<file path="src/rtl/joy_serial_pkg.sv">
`default_nettype none
// ============================================================================
// Module   : joy_serial_pkg
// Purpose  : Shared types and constants for the multi-player serial joystick
//            deserializer (FSM state encoding, player limit, frame helper).
// Revision : 1.0 - initial release
// ============================================================================
package joy_serial_pkg;

    // Largest chain length the deserializer is qualified for
    localparam int JOY_MAX_PLAYERS = 4;

    // Frame sequencer states; explicit 3-bit encoding
    typedef enum logic [2:0] {
        ST_IDLE     = 3'd0,
        ST_LOAD     = 3'd1,
        ST_SHIFT_LO = 3'd2,
        ST_SHIFT_HI = 3'd3,
        ST_DONE     = 3'd4
    } joy_state_t;

    // Nominal frame length in ticks: one load tick, a low and a high tick per
    // stream bit, then the idle gap
    function automatic int joy_frame_ticks(input int players, input int bits,
                                           input int idle_ticks);
        return 1 + 2 * players * bits + idle_ticks;
    endfunction

endpackage
`default_nettype wire

</file>
<file path="src/rtl/joy_tick_gen.sv">
`default_nettype none
// ============================================================================
// Module   : joy_tick_gen
// Purpose  : Free-running divider producing a single-cycle tick once every
//            CLK_DIV clk cycles; the tick is high while the counter sits at
//            CLK_DIV-1, so the consuming logic acts on the edge that wraps it.
// Revision : 1.0 - initial release
// ============================================================================
module joy_tick_gen #(
    parameter int CLK_DIV = 32
) (
    input  logic clk,
    input  logic reset_n,
    output logic tick
);

    localparam int            CNT_W    = (CLK_DIV > 1) ? $clog2(CLK_DIV) : 1;
    localparam logic [CNT_W-1:0] CNT_LAST = CNT_W'(CLK_DIV - 1);

    logic [CNT_W-1:0] div_cnt;

    // Divider counter: wraps to zero after reaching CLK_DIV-1
    always_ff @(posedge clk) begin
        if (!reset_n) begin
            div_cnt <= '0;
        end else if (div_cnt == CNT_LAST) begin
            div_cnt <= '0;
        end else begin
            div_cnt <= div_cnt + 1'b1;
        end
    end

    assign tick = (div_cnt == CNT_LAST);

endmodule
`default_nettype wire

</file>
<file path="src/rtl/joy_serial_mp.sv">
`default_nettype none
// ============================================================================
// Module   : joy_serial_mp
// Purpose  : Multi-player serial joystick deserializer. Drives latch/clock of
//            a daisy-chained 74HC165-style shifter, shifts in PLAYERS*BITS
//            active-low button bits per frame and presents them as
//            active-high per-player words with a one-cycle frame_valid.
//            Optional build macro JOY_SERIAL_DEBOUNCE_EN enables per-player
//            frame-to-frame debouncing of joy_out.
// Revision : 1.0 - initial release
// ============================================================================
module joy_serial_mp
    import joy_serial_pkg::*;
#(
    parameter int PLAYERS    = 2,
    parameter int BITS       = 16,
    parameter int CLK_DIV    = 32,
    parameter int IDLE_TICKS = 64
) (
    input  logic                    clk,
    input  logic                    reset_n,
    input  logic                    enable,
    input  logic                    joy_data,
    output logic                    joy_clk,
    output logic                    joy_load,
    output logic [PLAYERS*BITS-1:0] joy_out,
    output logic                    frame_valid
);

    localparam int TOTAL = PLAYERS * BITS;
    localparam int K_W   = (TOTAL > 1) ? $clog2(TOTAL) : 1;
    localparam int I_W   = $clog2(IDLE_TICKS + 1);

    localparam logic [K_W-1:0] K_LAST    = K_W'(TOTAL - 1);
    localparam logic [I_W-1:0] IDLE_LAST = I_W'(IDLE_TICKS);
    // The tick in which DONE commits is counted as the first idle tick, so a
    // steady-state frame is exactly (1 + 2*TOTAL + IDLE_TICKS) ticks long.
    // Out of reset the count starts at zero, giving the chain one extra tick.
    localparam logic [I_W-1:0] IDLE_RESTART = I_W'(1);

    logic             tick;
    joy_state_t       state;
    joy_state_t       state_nxt;
    logic [K_W-1:0]   k;
    logic [K_W-1:0]   k_nxt;
    logic [I_W-1:0]   idle_cnt;
    logic [I_W-1:0]   idle_nxt;
    logic             clk_nxt;
    logic             load_nxt;
    logic             sample;
    logic             commit;
    logic             sync_meta;
    logic             sync_data;
    logic [TOTAL-1:0] capture;

    joy_tick_gen #(
        .CLK_DIV (CLK_DIV)
    ) u_tick_gen (
        .clk     (clk),
        .reset_n (reset_n),
        .tick    (tick)
    );

    // Two-flop synchroniser on the asynchronous chain data line
    always_ff @(posedge clk) begin
        if (!reset_n) begin
            sync_meta <= 1'b1;
            sync_data <= 1'b1;
        end else begin
            sync_meta <= joy_data;
            sync_data <= sync_meta;
        end
    end

    // Next-state, counters and line levels; lines follow the next state so
    // they are registered and only move on tick boundaries
    always_comb begin
        state_nxt = state;
        k_nxt     = k;
        idle_nxt  = idle_cnt;
        sample    = 1'b0;
        commit    = 1'b0;
        case (state)
            ST_IDLE: begin
                if (tick) begin
                    if (idle_cnt == IDLE_LAST) begin
                        idle_nxt = IDLE_RESTART;
                        if (enable) begin
                            state_nxt = ST_LOAD;
                        end
                    end else begin
                        idle_nxt = idle_cnt + 1'b1;
                    end
                end
            end
            ST_LOAD: begin
                if (tick) begin
                    k_nxt     = '0;
                    state_nxt = ST_SHIFT_LO;
                end
            end
            ST_SHIFT_LO: begin
                if (tick) begin
                    sample    = 1'b1;
                    state_nxt = ST_SHIFT_HI;
                end
            end
            ST_SHIFT_HI: begin
                if (tick) begin
                    if (k == K_LAST) begin
                        state_nxt = ST_DONE;
                    end else begin
                        k_nxt     = k + 1'b1;
                        state_nxt = ST_SHIFT_LO;
                    end
                end
            end
            ST_DONE: begin
                commit    = 1'b1;
                k_nxt     = '0;
                idle_nxt  = IDLE_RESTART;
                state_nxt = ST_IDLE;
            end
            default: begin
                state_nxt = ST_IDLE;
            end
        endcase
        clk_nxt  = (state_nxt != ST_SHIFT_LO);
        load_nxt = (state_nxt != ST_LOAD);
    end

    // State, counters and registered chain control lines
    always_ff @(posedge clk) begin
        if (!reset_n) begin
            state    <= ST_IDLE;
            k        <= '0;
            idle_cnt <= '0;
            joy_clk  <= 1'b1;
            joy_load <= 1'b1;
        end else begin
            state    <= state_nxt;
            k        <= k_nxt;
            idle_cnt <= idle_nxt;
            joy_clk  <= clk_nxt;
            joy_load <= load_nxt;
        end
    end

    // Capture register: stream bit k lands at flat index k, which places it
    // in player k/BITS, bit k%BITS; line is active-low, capture active-high
    always_ff @(posedge clk) begin
        if (!reset_n) begin
            capture <= '0;
        end else if (sample) begin
            capture[k] <= ~sync_data;
        end
    end

`ifdef JOY_SERIAL_DEBOUNCE_EN
    logic [TOTAL-1:0] prev_cap;
    logic [TOTAL-1:0] deb_out;

    // Previous raw capture per player, refreshed every committed frame
    always_ff @(posedge clk) begin
        if (!reset_n) begin
            prev_cap <= '0;
        end else if (commit) begin
            prev_cap <= capture;
        end
    end

    // A player's word only moves when two consecutive captures agree
    always_comb begin
        deb_out = joy_out;
        for (int p = 0; p < PLAYERS; p++) begin
            if (capture[p*BITS +: BITS] == prev_cap[p*BITS +: BITS]) begin
                deb_out[p*BITS +: BITS] = capture[p*BITS +: BITS];
            end
        end
    end
`endif

    // Output words and frame strobe update together on the DONE cycle
    always_ff @(posedge clk) begin
        if (!reset_n) begin
            joy_out     <= '0;
            frame_valid <= 1'b0;
        end else begin
            frame_valid <= commit;
            if (commit) begin
`ifdef JOY_SERIAL_DEBOUNCE_EN
                joy_out <= deb_out;
`else
                joy_out <= capture;
`endif
            end
        end
    end

endmodule
`default_nettype wire

</file>
<file path="config.mk">
export PLATFORM = sky130hd
export DESIGN_NAME = joy_serial_mp
export DESIGN_NICKNAME = d
export VERILOG_FILES = /design/src/rtl/joy_serial_pkg.sv /design/src/rtl/joy_tick_gen.sv /design/src/rtl/joy_serial_mp.sv
export SDC_FILE = /design/constraint.sdc
export NUM_CORES = 1
export LEC_CHECK = 0
export ABC_CLOCK_PERIOD_IN_PS = 2800
export CAP_MARGIN = 20
export CORE_MARGIN = 1.5
export CORE_UTILIZATION = 56
export CTS_BUF_LIST = sky130_fd_sc_hd__clkbuf_16
export DETAILED_ROUTE_END_ITERATION = 8
export HOLD_SLACK_MARGIN = 0.05
export PLACE_DENSITY = 0.79
export SYNTH_ARGS = -nofsm -noshare
export SYNTH_HDL_FRONTEND = slang
export SYNTH_SLANG_ARGS = --single-unit
</file>
<file path="constraint.sdc">
create_clock -name clk -period 2.8 [get_ports clk]
set_input_delay 0.56 -clock clk [delete_from_list [all_inputs] [get_ports clk]]
set_output_delay 0.56 -clock clk [all_outputs]
set_load 0.01 [all_outputs]
</file>
Word-level counts from Yosys, hierarchy flattened
Index checks and enable logic that the tools add are counted.
Widths: inputs -> output; s select.
{"block": "word_totals", "reg_bits": 89, "output_inout_bits": 35, "word_cells": 59}
{"block": "classes", "n_addsub": 3, "order_cmp": 2, "eq_ne": 13, "n_mux": 21, "n_bitwise": 2, "reduce_logical": 7}
{"operator": "$bwmux 32", "n": 1}
{"operator": "$mux 3", "n": 7}
{"operator": "$mux 5", "n": 3}
{"operator": "$pmux 5 s3", "n": 1}
{"operator": "$mux 7", "n": 2}
{"operator": "$pmux 7 s2", "n": 1}
{"operator": "$pmux 3 s4", "n": 1}
{"operator": "$add 5x1->5 const B", "n": 2}
{"operator": "$eq 5x5->1 const B", "n": 2}
{"operator": "$ne 2x2->1 const B", "n": 4}
{"operator": "$add 7x1->7 const B", "n": 1}
{"operator": "$eq 7x7->1 const B", "n": 1}
{"operator": "$eq 3x2->1 const B", "n": 2}
{"operator": "$lt 5x6->1 const B", "n": 1}
{"operator": "$demux 1 s5", "n": 1}
{"operator": "$ge 5x1->1 const B", "n": 1}
{"operator": "$mux 1", "n": 4}
{"operator": "$reduce_and 4->1", "n": 1}
{"operator": "$eq 3x1->1 const B", "n": 1}
{"operator": "$eq 3x3->1 const B", "n": 1}
{"operator": "$logic_not 3->1", "n": 1}
{"operator": "$ne 3x1->1 const B", "n": 1}
{"operator": "$ne 3x2->1 const B", "n": 1}
{"operator": "$reduce_bool 3->1", "n": 1}
{"operator": "5 further kinds", "n": 6}

Longest topological paths before layout
Gate-level depths: netlist (run 1).
{"block": "depth", "depth_word": 5, "mapped_depth": 10, "ltp_nobuf": 8}

Hierarchy
Synthesis (run 1) repeated with hierarchy kept, for this count alone.
{"block": "unflattened", "cells_unflattened": 392, "area_unflattened_um2": 3549.7}
{"mod": "joy_serial_mp", "n_inst": 1, "cells_per_inst": 372, "area_per_inst_um2": 3347.0, "seq_area_each_um2": 1681.6}
{"mod": "joy_tick_gen", "n_inst": 1, "cells_per_inst": 20, "area_per_inst_um2": 202.7, "seq_area_each_um2": 100.1}

Worst setup path before layout (run 1)
OpenSTA, ideal clock, no wires.
{"block": "synth_timing", "kind": "reg2reg", "start": "reg u_tick_gen.div_cnt[0]", "end": "reg capture[20]", "setup_time_ns": 0.126, "t_arrival_ns": 1.982, "required_ns": 2.674, "path_slack_ns": 0.692, "path_stages_with_launch": 11, "path_buffers": 3, "synth_period_minus_slack_ns": 2.108, "cell_sequence": "dfxtp_1 -> ha_1 -> and3_1 -> ha_1 -> nand4bb_4 -> buf_6 -> or3_1 -> buf_2 -> buf_6 -> o211ai_1 -> o31ai_1"}
{"block": "synth_between", "elab_chain_len": 3}
{"item": "from (decl)", "line_no": "joy_tick_gen.sv:20", "source": "logic [CNT_W-1:0] div_cnt;"}
{"item": "from (signal assigned)", "line_no": "joy_tick_gen.sv:29", "source": "div_cnt <= div_cnt + 1'b1;"}
{"item": "$eq 5x5->1", "line_no": "joy_tick_gen.sv:33", "source": "assign tick = (div_cnt == CNT_LAST);"}
{"item": "$mux 1", "line_no": "joy_serial_mp.sv:103", "source": "if (tick) begin"}
{"item": "$mux 1", "line_no": "joy_serial_mp.sv:83", "source": "case (state)"}
{"item": "to (signal, indexed assignment)", "line_no": "joy_serial_mp.sv:155", "source": "capture[k] <= ~sync_data;"}
{"item": "to (decl)", "line_no": "joy_serial_mp.sv:54", "source": "logic [TOTAL-1:0] capture;"}
No other way between the ends.
A chain may end at the register's enable or synchronous reset.

Worst setup path in the final report (run 1)
{"block": "layout_timing", "start": "reg u_tick_gen.div_cnt[0]", "end": "reg capture[7]"}
The elaborated chain is that of the path after synthesis.

==> results list, run 1 <==
* Run status: finished, final reports clean
* Router iterations before antenna repair: 5
* Leakage power: 1.52 nW
- Placeable Area: 6280 um^2
- TNS Setup: 0 ps
- Hold repair after CTS inserted 0 buffers.
- Yosys printed 0 warnings.
- ANT cells: 0
- The slowest stage of the critical path belongs to the cell sky130_fd_sc_hd__or3_1.
- Once the floorplan was initialized, standard cells occupied 57.6% of the core.
- Insertion delay of the later-clocked pin in the worst-skew pair: 340 ps
- Final nets: between 400 and 500
- Traced cell by cell, the critical path runs through ha_1 -> and3_1 -> ha_1 -> nand4bb_4 -> or3_1 -> nor3_1 -> mux2i_1.
- Final Core Density: 68.8%
- The via count of the first global-routing pass was 2740.
* Post-route ant nets: 0
* Instance count along the most critical hold path: 1
* Power Density: 587 nW/um^2
- Number of filler instances in the final layout: 517
* Delay of the slowest cell on the worst path: 550 ps
- Buffers placed on the I/O ports in this run total 38.
- Async set-or-reset flop fraction in the synthesized netlist: 0%
- Pin count of the biggest net entering global routing: 40
- Sum of internal, switching and leakage power: 2.53 mW
- For flop-to-flop paths, the worst setup slack is 420 ps.
* Overall overflow remaining after global route: 0
* Final hold violation count: 0
- Clock Sink Count: 89
* Initial antenna violation count: 0
- The first routing iteration left ~140 violations.
* Routability congestion estimate: 0.789
- Pin slew with the least headroom to its limit: 702 ps
- The path class of the tightest hold or removal check is reg2reg.
- Summed over all layers, the routed wires come to 7.26 mm.
- Maximum fanout encountered on the critical timing path: 14
- The critical path contains buffers and inverters numbering 0 combined.
- Post-synth EDFFs: 0
- Clock-pin slew was measured on the worst setup and hold paths at 60 ps.
- The most used flip-flop cell after synthesis is sky130_fd_sc_hd__dfxtp_1.
- Area added between synthesis and finish: 19.4%
- Setup crit end kind: register
* Fraction of final layout cells sized beyond drive strength 1: ~6.3%
- Top-Level Pins: 39
- Critical path required time: approximately 3100 ps
- Num CTS Buffers: 9
- Worst slack after detailed placement: 453 ps
- At the worst endpoint, the arrival time is 2650 ps.
- In the routed layout, each cell is associated on average with a via count of ~5.6.
- Across the run, the number of max-cap violations was 0.
* Unrepaired setup endpoints after global routing: no
- In the final routed layout, each cell accounts on average for 13.9 um.
- Area share of the largest cell type after synthesis: 49.3%
- Across the routed clock network, the largest skew measured is 7.25 ps.
* Maximum vdd drop: 0.384 mV
- Clock tree from TritonCTS: yes
- Normalized max-slew margin: 53.1%
- Nets in the synthesized netlist: 428
- Resized Gates After CTS: 0
- CTS placed an instance of sky130_fd_sc_hd__clkbuf_16 at the clock tree root.
* X dimension of the die: 83.4 um
* Site row count: 29
* Area of all placed cells without fillers: ~4300 um^2
- The worst path in the final design needs a cycle of between 2000 and 2500 ps, including I/O delays and setup.
* Largest delay contributor family on the critical path: simple AND/OR/NAND/NOR gates
* Worst hold path startpoint: sync_meta
- Destination of the worst register-to-register timing path: capture[7]
* Max frequency: about 0.42 GHz
- The count of final max-slew check failures is 0.
- The first global-routing pass estimated 12.5 mm of wire.
* Count of different cell masters after synthesis: 40
- In the finished design, the share of the clock period the worst path needs comes to 85.1%.
- The HPWL after detailed placement is 4.69 mm.
* Post-synth design cell area: 3620 um^2
- The clock passes through at most 2 buffers.
- By instance count, the cell type seen most on the critical path is sky130_fd_sc_hd__ha_1.
- Leaving out fill and tap cells, the most frequent cell in the layout is sky130_fd_sc_hd__dfxtp_1.
* Minimum setup slack in the final design: 418 ps
- Setup Fix Bufs, Post-CTS: 0
- CP Launch Type: register
- Sequential cells were found to cover 49.3% of the synthesized design area.
- Leading area contributor after synthesis: sky130_fd_sc_hd__dfxtp_1
- In this run the vertical extent of the chip is 83.4 um.
- Global routing consumed, over all layers together, 22.3% of the routing resources.
- Destination of the worst hold path: sync_data
* Most area-consuming cells after synthesis: sky130_fd_sc_hd__dfxtp_1 49%, sky130_fd_sc_hd__nand2_1 8.9%, sky130_fd_sc_hd__a21oi_1 7.3%
- Measured in cells, the most critical reg-to-reg path has a length of 7.
* Number of instances in the synthesized netlist: ~410
- Placed Instance Area: 4010 um^2
* Setup Viol. Count Final: 0
- In the layout the commonest cells are 89 x sky130_fd_sc_hd__dfxtp_1, 86 x sky130_fd_sc_hd__nand2_1, 53 x sky130_fd_sc_hd__a21oi_1, 38 x sky130_fd_sc_hd__clkdlybuf4s50_1, 19 x sky130_fd_sc_hd__nor2_1.
- The H-tree generated during clock tree synthesis spans 3 levels.
* Number of synthesized register bits: 89
- The detailed router placed approximately 3000 vias in this run.
* Number of DRC violations after detailed routing: 0
* Post-Synthesis Mean Instance Area: approximately 8.7 um^2
- The worst register-to-register path begins at u_tick_gen.div_cnt[0].
* Floorplan die area: just under 7000 um^2
- Startpoint-to-endpoint class of the critical path: reg2reg
state kept, by name (all words and copies together) (netlist names):
signal / flops
sync_data: 1
k: 5
state: 3
capture: 32
joy_clk: 1
sync_meta: 1
frame_valid: 1
joy_load: 1
idle_cnt: 7
u_tick_gen.div_cnt: 5
joy_out: 32
cell usage after synthesis, types with 2 or more instances:
cell type,number
sky130_fd_sc_hd__nor4_1,2
sky130_fd_sc_hd__inv_1,10
sky130_fd_sc_hd__dfxtp_1,89
sky130_fd_sc_hd__nor2b_1,5
sky130_fd_sc_hd__nor3b_1,2
sky130_fd_sc_hd__o21ai_0,8
sky130_fd_sc_hd__nand2_1,86
sky130_fd_sc_hd__ha_1,10
sky130_fd_sc_hd__nand2b_1,9
sky130_fd_sc_hd__nand3_1,12
sky130_fd_sc_hd__xnor2_1,6
sky130_fd_sc_hd__o211ai_1,10
sky130_fd_sc_hd__o2111ai_1,3
sky130_fd_sc_hd__a311oi_1,13
sky130_fd_sc_hd__or3_1,4
sky130_fd_sc_hd__o211a_1,4
sky130_fd_sc_hd__nor3_1,8
sky130_fd_sc_hd__and3_1,3
sky130_fd_sc_hd__clkbuf_1,17
sky130_fd_sc_hd__o31ai_1,6
sky130_fd_sc_hd__a31oi_1,2
sky130_fd_sc_hd__nor2_1,19
sky130_fd_sc_hd__buf_6,3
sky130_fd_sc_hd__mux2i_1,7
sky130_fd_sc_hd__buf_2,8
sky130_fd_sc_hd__a211oi_1,2
sky130_fd_sc_hd__a21oi_1,53
metal layers:
| metal | vias up | global-route usage [%] | wire length [um] |
|---|---|---|---|
| met2 | 72 | 34.4 | 3360 |
| met1 | 1362 | 29.7 | 3480 |
| met4 | 0 | 11.8 | 137 |
| met3 | 12 | 4.08 | 282 |
| li1 | 1494 | - | - |
| met5 | - | 0 | 0 |
kinds of logic (layout without fill, tap and decap cells):
| logic type | Yosys count | count (layout) | synth area share (%) |
|---|---|---|---|
| flops | 89 | 89 | 49.3 |
| simple gates | 160 | 160 | 20.7 |
| fa+ha+maj | 10 | 10 | 3.46 |
| xor+xnor | 7 | 7 | 1.69 |
| mux | 8 | 8 | 2.25 |
| compound gates | 102 | 102 | 17.8 |
| buf+inv | 38 | 71 | 4.84 |
metrics by stage:
stage | instances | hold WS (ps)
after floorplan | 414 | 386
after detailed placement | 508 | 392
after CTS | 524 | 406
final | 524 | 406
after global routing | 524 | 452
after global placement | 508 | 392
worst register-to-register path: cells and delay by family, from the launching register on:
family,cells,cell delay [ps]
adders and majority gates,2,510
DFF,1,360
muxes,1,200
and+or+nand+nor,4,1240
layout make-up:
type	instances	area, um^2	area share [%]
tap	77	96.3	2.23
sequential	89	1780	41.3
inverter	10	37.5	0.869
clock buffer	9	225	5.22
timing repair buffer	45	433	10.0
clock inverter	7	78.8	1.83
multi-input combinational	287	1670	38.6
worst max path at each step:
stage	start	endpoint	slack [ps]	cells after the start
4_1_cts	u_tick_gen.div_cnt[0]	capture[7]	430	7
3_5_place_dp	u_tick_gen.div_cnt[0]	capture[7]	450	7
3_3_place_gp	u_tick_gen.div_cnt[0]	capture[7]	550	7
5_1_grt	u_tick_gen.div_cnt[0]	capture[12]	210	7
2_1_floorplan	u_tick_gen.div_cnt[0]	capture[20]	690	10
6_report	u_tick_gen.div_cnt[0]	capture[7]	420	7
where the power goes:
group          switching [mW]  internal, mW  total (mW)
combinational          0.0260        0.0132      0.0392
sequential            0.00582          1.27        1.28
clock                   0.519         0.701        1.22
Note: power is estimated with default switching activity, not from simulation.
==> run 2, diff against run 1 <==
--- a/config.mk
+++ b/config.mk
@@ -8,11 +8,12 @@
 export ABC_CLOCK_PERIOD_IN_PS = 2800
 export CAP_MARGIN = 20
 export CORE_MARGIN = 1.5
-export CORE_UTILIZATION = 56
+export CORE_UTILIZATION = 55
 export CTS_BUF_LIST = sky130_fd_sc_hd__clkbuf_16
 export DETAILED_ROUTE_END_ITERATION = 8
-export HOLD_SLACK_MARGIN = 0.05
-export PLACE_DENSITY = 0.79
+export HOLD_SLACK_MARGIN = 0.15
+export PLACE_DENSITY = 0.78
 export SYNTH_ARGS = -nofsm -noshare
 export SYNTH_HDL_FRONTEND = slang
+export SYNTH_HIERARCHICAL = 1
 export SYNTH_SLANG_ARGS = --single-unit
==> results list, run 2 <==
- Floorplan die area: 6940 um^2 (was 6950 um^2)
- The number of buffers created by CTS came to 9 (unchanged).
* Number of warning messages in the yosys log: 6 (was 0)
- The number of sinks on the clock net is 89 (unchanged).
- Pin slew with the least headroom to its limit: 854 ps (was 702 ps)
- Critical path arrival: 2650 ps (about the same)
- The most used standard cell by instance count after synthesis is sky130_fd_sc_hd__dfxtp_1 (unchanged).
- Power Density: 602 nW/um^2 (was 587 nW/um^2)
* Number of instances in the synthesized netlist: 392 (was 414)
- Drt initial violations: 156 (was 142)
- Placed Instances: 483 (was 508)
* Time the final worst path needs with I/O delays and setup: 2420 ps (was 2380 ps)
- Top cell types by occurrence after synthesis: 89 x sky130_fd_sc_hd__dfxtp_1, 72 x sky130_fd_sc_hd__nand2_1, 71 x sky130_fd_sc_hd__a21oi_1 (was 89 x sky130_fd_sc_hd__dfxtp_1, 86 x sky130_fd_sc_hd__nand2_1, 53 x sky130_fd_sc_hd__a21oi_1)
- The detailed-routed wire length on met3 came to 209 um (was 282 um).
* Run status: finished, final reports clean (unchanged)
- The final layout net count came to 431 (was 456).
* Layout Skew: 5.59 ps (was 7.25 ps)
* Combinational Power Share: 1.8% (was 1.5%)
- The pre-CTS setup slack came to 440 ps (was 453 ps).
- Met2 wirelength from detailed routing: 3.24 mm (was 3.36 mm)
- Leakage power: 1.46 nW (was 1.52 nW)
- HPWL after detailed placement: 4.52 mm (was 4.69 mm)
- Number of global-route vias before repair: 2585 (was 2740)
* X dimension of the die: 83.3 um (was 83.4 um)
* Clock tree from TritonCTS: yes (unchanged)
* Y dimension of the die: 83.3 um (was 83.4 um)
* Number of vias in the routed layout: 2839 (was 2940)
* ANT cells: 0 (unchanged)
- The cell at the root of the clock tree is sky130_fd_sc_hd__clkbuf_16 (unchanged).
- The final count of negative-setup-slack endpoints is 0 (unchanged).
- The max-capacitance violation count came to 0 (unchanged).
* Most common cell after layout, fill and taps aside: sky130_fd_sc_hd__dfxtp_1 (unchanged)
- The maximum number of pins on one net before global-route repair came to 66 (was 40).
* Maximum vdd drop: 0.426 mV (was 0.384 mV)
- Insertion delay of the later-clocked pin in the worst-skew pair: 330 ps (was 340 ps)
* Clock transition time at the flip-flop clock pins of the worst setup and hold paths: 60 ps (about the same)
- The most used flip-flop cell after synthesis was sky130_fd_sc_hd__dfxtp_1 (unchanged).
- Overall overflow remaining after global route: 0 (unchanged)
- The highest routed metal layer was met4 (unchanged).
- Sum of internal, switching and leakage power: 2.57 mW (was 2.53 mW)
* Count of placed standard cells in the final layout, fillers left out: 499 (was 524)
* Routed metal-1 wire length: 3.49 mm (was 3.48 mm)
* Count of final max-slew check failures: 0 (unchanged)
* Nets in the synthesized netlist: 405 (was 428)
- The minimum setup slack among reg-to-reg paths came to 380 ps (was 420 ps).
- The post-detailed-route via-to-cell ratio is 5.69 (was 5.61).
- All-layer global routing usage: 21.3% (was 22.3%)
- The starting density of the core is 56.5% (was 57.6%).
- The share of the clock period used by the worst path came to 86.4% (was 85.1%).
- Area share of the largest cell type after synthesis: 50.2% (was 49.3%)
* Post-route ant nets: 0 (unchanged)
- Post-Synthesis Mean Instance Area: 9.06 um^2 (was 8.74 um^2)
- The kind of path behind the tightest hold check was reg2reg (unchanged).
- Post-synth EDFFs: 0 (unchanged)
- The fmax is 0.413 GHz (was 0.420 GHz).
* Area added between synthesis and finish: 20.2% (was 19.4%)
- Total of buffers placed on input and output ports: 38 (unchanged)
- Wire length of the first global-routing pass: 12.2 mm (was 12.5 mm)
- Async set-or-reset flop fraction in the synthesized netlist: 0% (unchanged)
- Int Power: 2.06 mW (was 1.98 mW)
* Clock share of power: 48.6% (was 48.1%)
* Fraction of final layout cells sized beyond drive strength 1: 7.58% (was 6.26%)
* Biggest regs: capture (32), joy_out (32), idle_cnt (7) (unchanged)
* Leading area contributor after synthesis: sky130_fd_sc_hd__dfxtp_1 (unchanged)
* Number of synthesized register bits: 89 (unchanged)
- Switching power as a share of total power: 19.8% (was 21.7%)
- The worst setup margin is 379 ps (was 418 ps).
- Maximum fanout encountered on the critical timing path: 16 (was 14)
- The maximum level of the CTS H-tree is 3 (unchanged).
- The number of buffers inserted by hold repair at cts was 0 (unchanged).
- CP Launch Type: register (unchanged)
* Count of different cell masters after synthesis: 43 (was 40)
* Normalized max-slew margin: 42.6% (was 53.1%)
- The setup TNS after final layout came to 0 ps (unchanged).
- The standard cell core area is 6280 um^2 (unchanged).
* Routability congestion estimate: 0.833 (was 0.789)
- Most area-consuming cells after synthesis: sky130_fd_sc_hd__dfxtp_1 50%, sky130_fd_sc_hd__a21oi_1 10%, sky130_fd_sc_hd__a311oi_1 8.1% (was sky130_fd_sc_hd__dfxtp_1 49%, sky130_fd_sc_hd__nand2_1 8.9%, sky130_fd_sc_hd__a21oi_1 7.3%).
* Initial antenna violation count: 0 (unchanged)
- Critical path required time: 3030 ps (was 3070 ps)
- The maximum number of buffers from clock root to sink came to 2 (unchanged).
- Resized Gates After CTS: 0 (unchanged)
- Leading cell types in the layout, fill and taps excluded: 89 x sky130_fd_sc_hd__dfxtp_1, 72 x sky130_fd_sc_hd__nand2_1, 71 x sky130_fd_sc_hd__a21oi_1, 38 x sky130_fd_sc_hd__clkdlybuf4s50_1, 33 x sky130_fd_sc_hd__a311oi_1 (was 89 x sky130_fd_sc_hd__dfxtp_1, 86 x sky130_fd_sc_hd__nand2_1, 53 x sky130_fd_sc_hd__a21oi_1, 38 x sky130_fd_sc_hd__clkdlybuf4s50_1, 19 x sky130_fd_sc_hd__nor2_1)
- Total routed wirelength: 7.07 mm (was 7.26 mm)
- Top-Level Pins: 39 (unchanged)
- WL per Instance: 14.2 um (was 13.9 um)
- Startpoint-to-endpoint class of the critical path: reg2reg (unchanged)
- The endpoint type of the worst setup path is a register (unchanged).
- Setup Fix Bufs, Post-CTS: 0 (unchanged)
* Number of DRC violations after detailed routing: 0 (unchanged)
* Final Core Density: 67.9% (was 68.8%)
* Switch Pwr: 0.510 mW (was 0.551 mW)
- The count of standard-cell rows came to 29 (unchanged).
* Sequential Power Share: 49.6% (was 50.4%)
- Post-synth design cell area: 3550 um^2 (was 3620 um^2)
* Final hold violation count: 0 (unchanged)
- The number of fillers in the final layout came to 505 (was 517).
* Unrepaired setup endpoints after global routing: no (unchanged)
* Router iterations before antenna repair: 4 (was 5)
* Proportion of synthesized chip area in sequential cells: 50.2% (was 49.3%)
==> run 2: cell types whose count changed in the layout (fill, tap and decap cells not counted), moves of 6 or more <==
cell | before | now
sky130_fd_sc_hd__a311oi_1 | 13 | 33
sky130_fd_sc_hd__a21oi_1 | 53 | 71
sky130_fd_sc_hd__nand2_1 | 86 | 72
sky130_fd_sc_hd__o211ai_1 | 10 | 0
sky130_fd_sc_hd__nand3_1 | 12 | 4
sky130_fd_sc_hd__o31ai_1 | 6 | 0
==> run 2: cell type report <==
cell class	instances	area (um^2)	area share (%)
inverter	8	30.0	0.704
tap	77	96.3	2.26
sequential	89	1780	41.8
clock inverter	6	83.8	1.97
timing repair buffer	47	468	11.0
clock buffer	9	225	5.28
multi-input combinational	263	1580	37.0
==> run 2: final timing paths <==
kind                         startpoint           to  depth (start not counted)
setup / recovery  u_tick_gen/div_cnt[0]  capture[28]                          7
hold / removal                sync_meta    sync_data                          1
setup reg to reg  u_tick_gen/div_cnt[0]  capture[28]                          7
hold reg to reg               sync_meta    sync_data                          1
==> run 2: logic make-up (layout without fill, tap and decap cells) <==
kind of cell | count (synthesis) | in the layout | share of synthesized area [%]
AOI/OAI and AO/OA | 119 | 119 | 21.5
xor gates and xnor gates | 3 | 3 | 0.740
adders and majority gates | 9 | 9 | 3.17
buffers and inverters | 40 | 70 | 5.46
DFF | 89 | 89 | 50.2
muxes | 4 | 4 | 1.13
and+or+nand+nor | 128 | 128 | 17.8
==> run 2: power by group through the flow <==
stage	Clock, mW	Combinational, mW	Sequential (mW)
4_1_cts	1.26	0.0374	1.28
3_3_place_gp	0	0.0359	1.31
2_1_floorplan	0	0.0300	1.30
6_report	1.25	0.0452	1.27
3_5_place_dp	0	0.0372	1.31
5_1_grt	1.31	0.0498	1.27
==> run 2: per-layer routing <==
metal / GRT usage, % / vias to the layer above
li1: - / 1448
met1: 30.4 / 1329
met2: 31.8 / 50
met3: 3.58 / 12
met4: 9.24 / 0
met5: 0 / -
==> run 2: worst max-delay path, stage by stage (launching register included) <==
cell and delay, ps:
sky130_fd_sc_hd__dfxtp_1 360, sky130_fd_sc_hd__ha_1 180, sky130_fd_sc_hd__and3_2 170, sky130_fd_sc_hd__ha_1 320, sky130_fd_sc_hd__and4bb_2 320, sky130_fd_sc_hd__and2_1 480
sky130_fd_sc_hd__a21oi_1 150, sky130_fd_sc_hd__a311oi_1 320
==> run 2: through the flow <==
stage                     hold WS (ps)  cell area [um^2]
after CTS                          446              4240
final                              440              4270
after global routing               461              4270
after global placement             423              3930
after floorplan                    386              3550
after detailed placement           426              3930
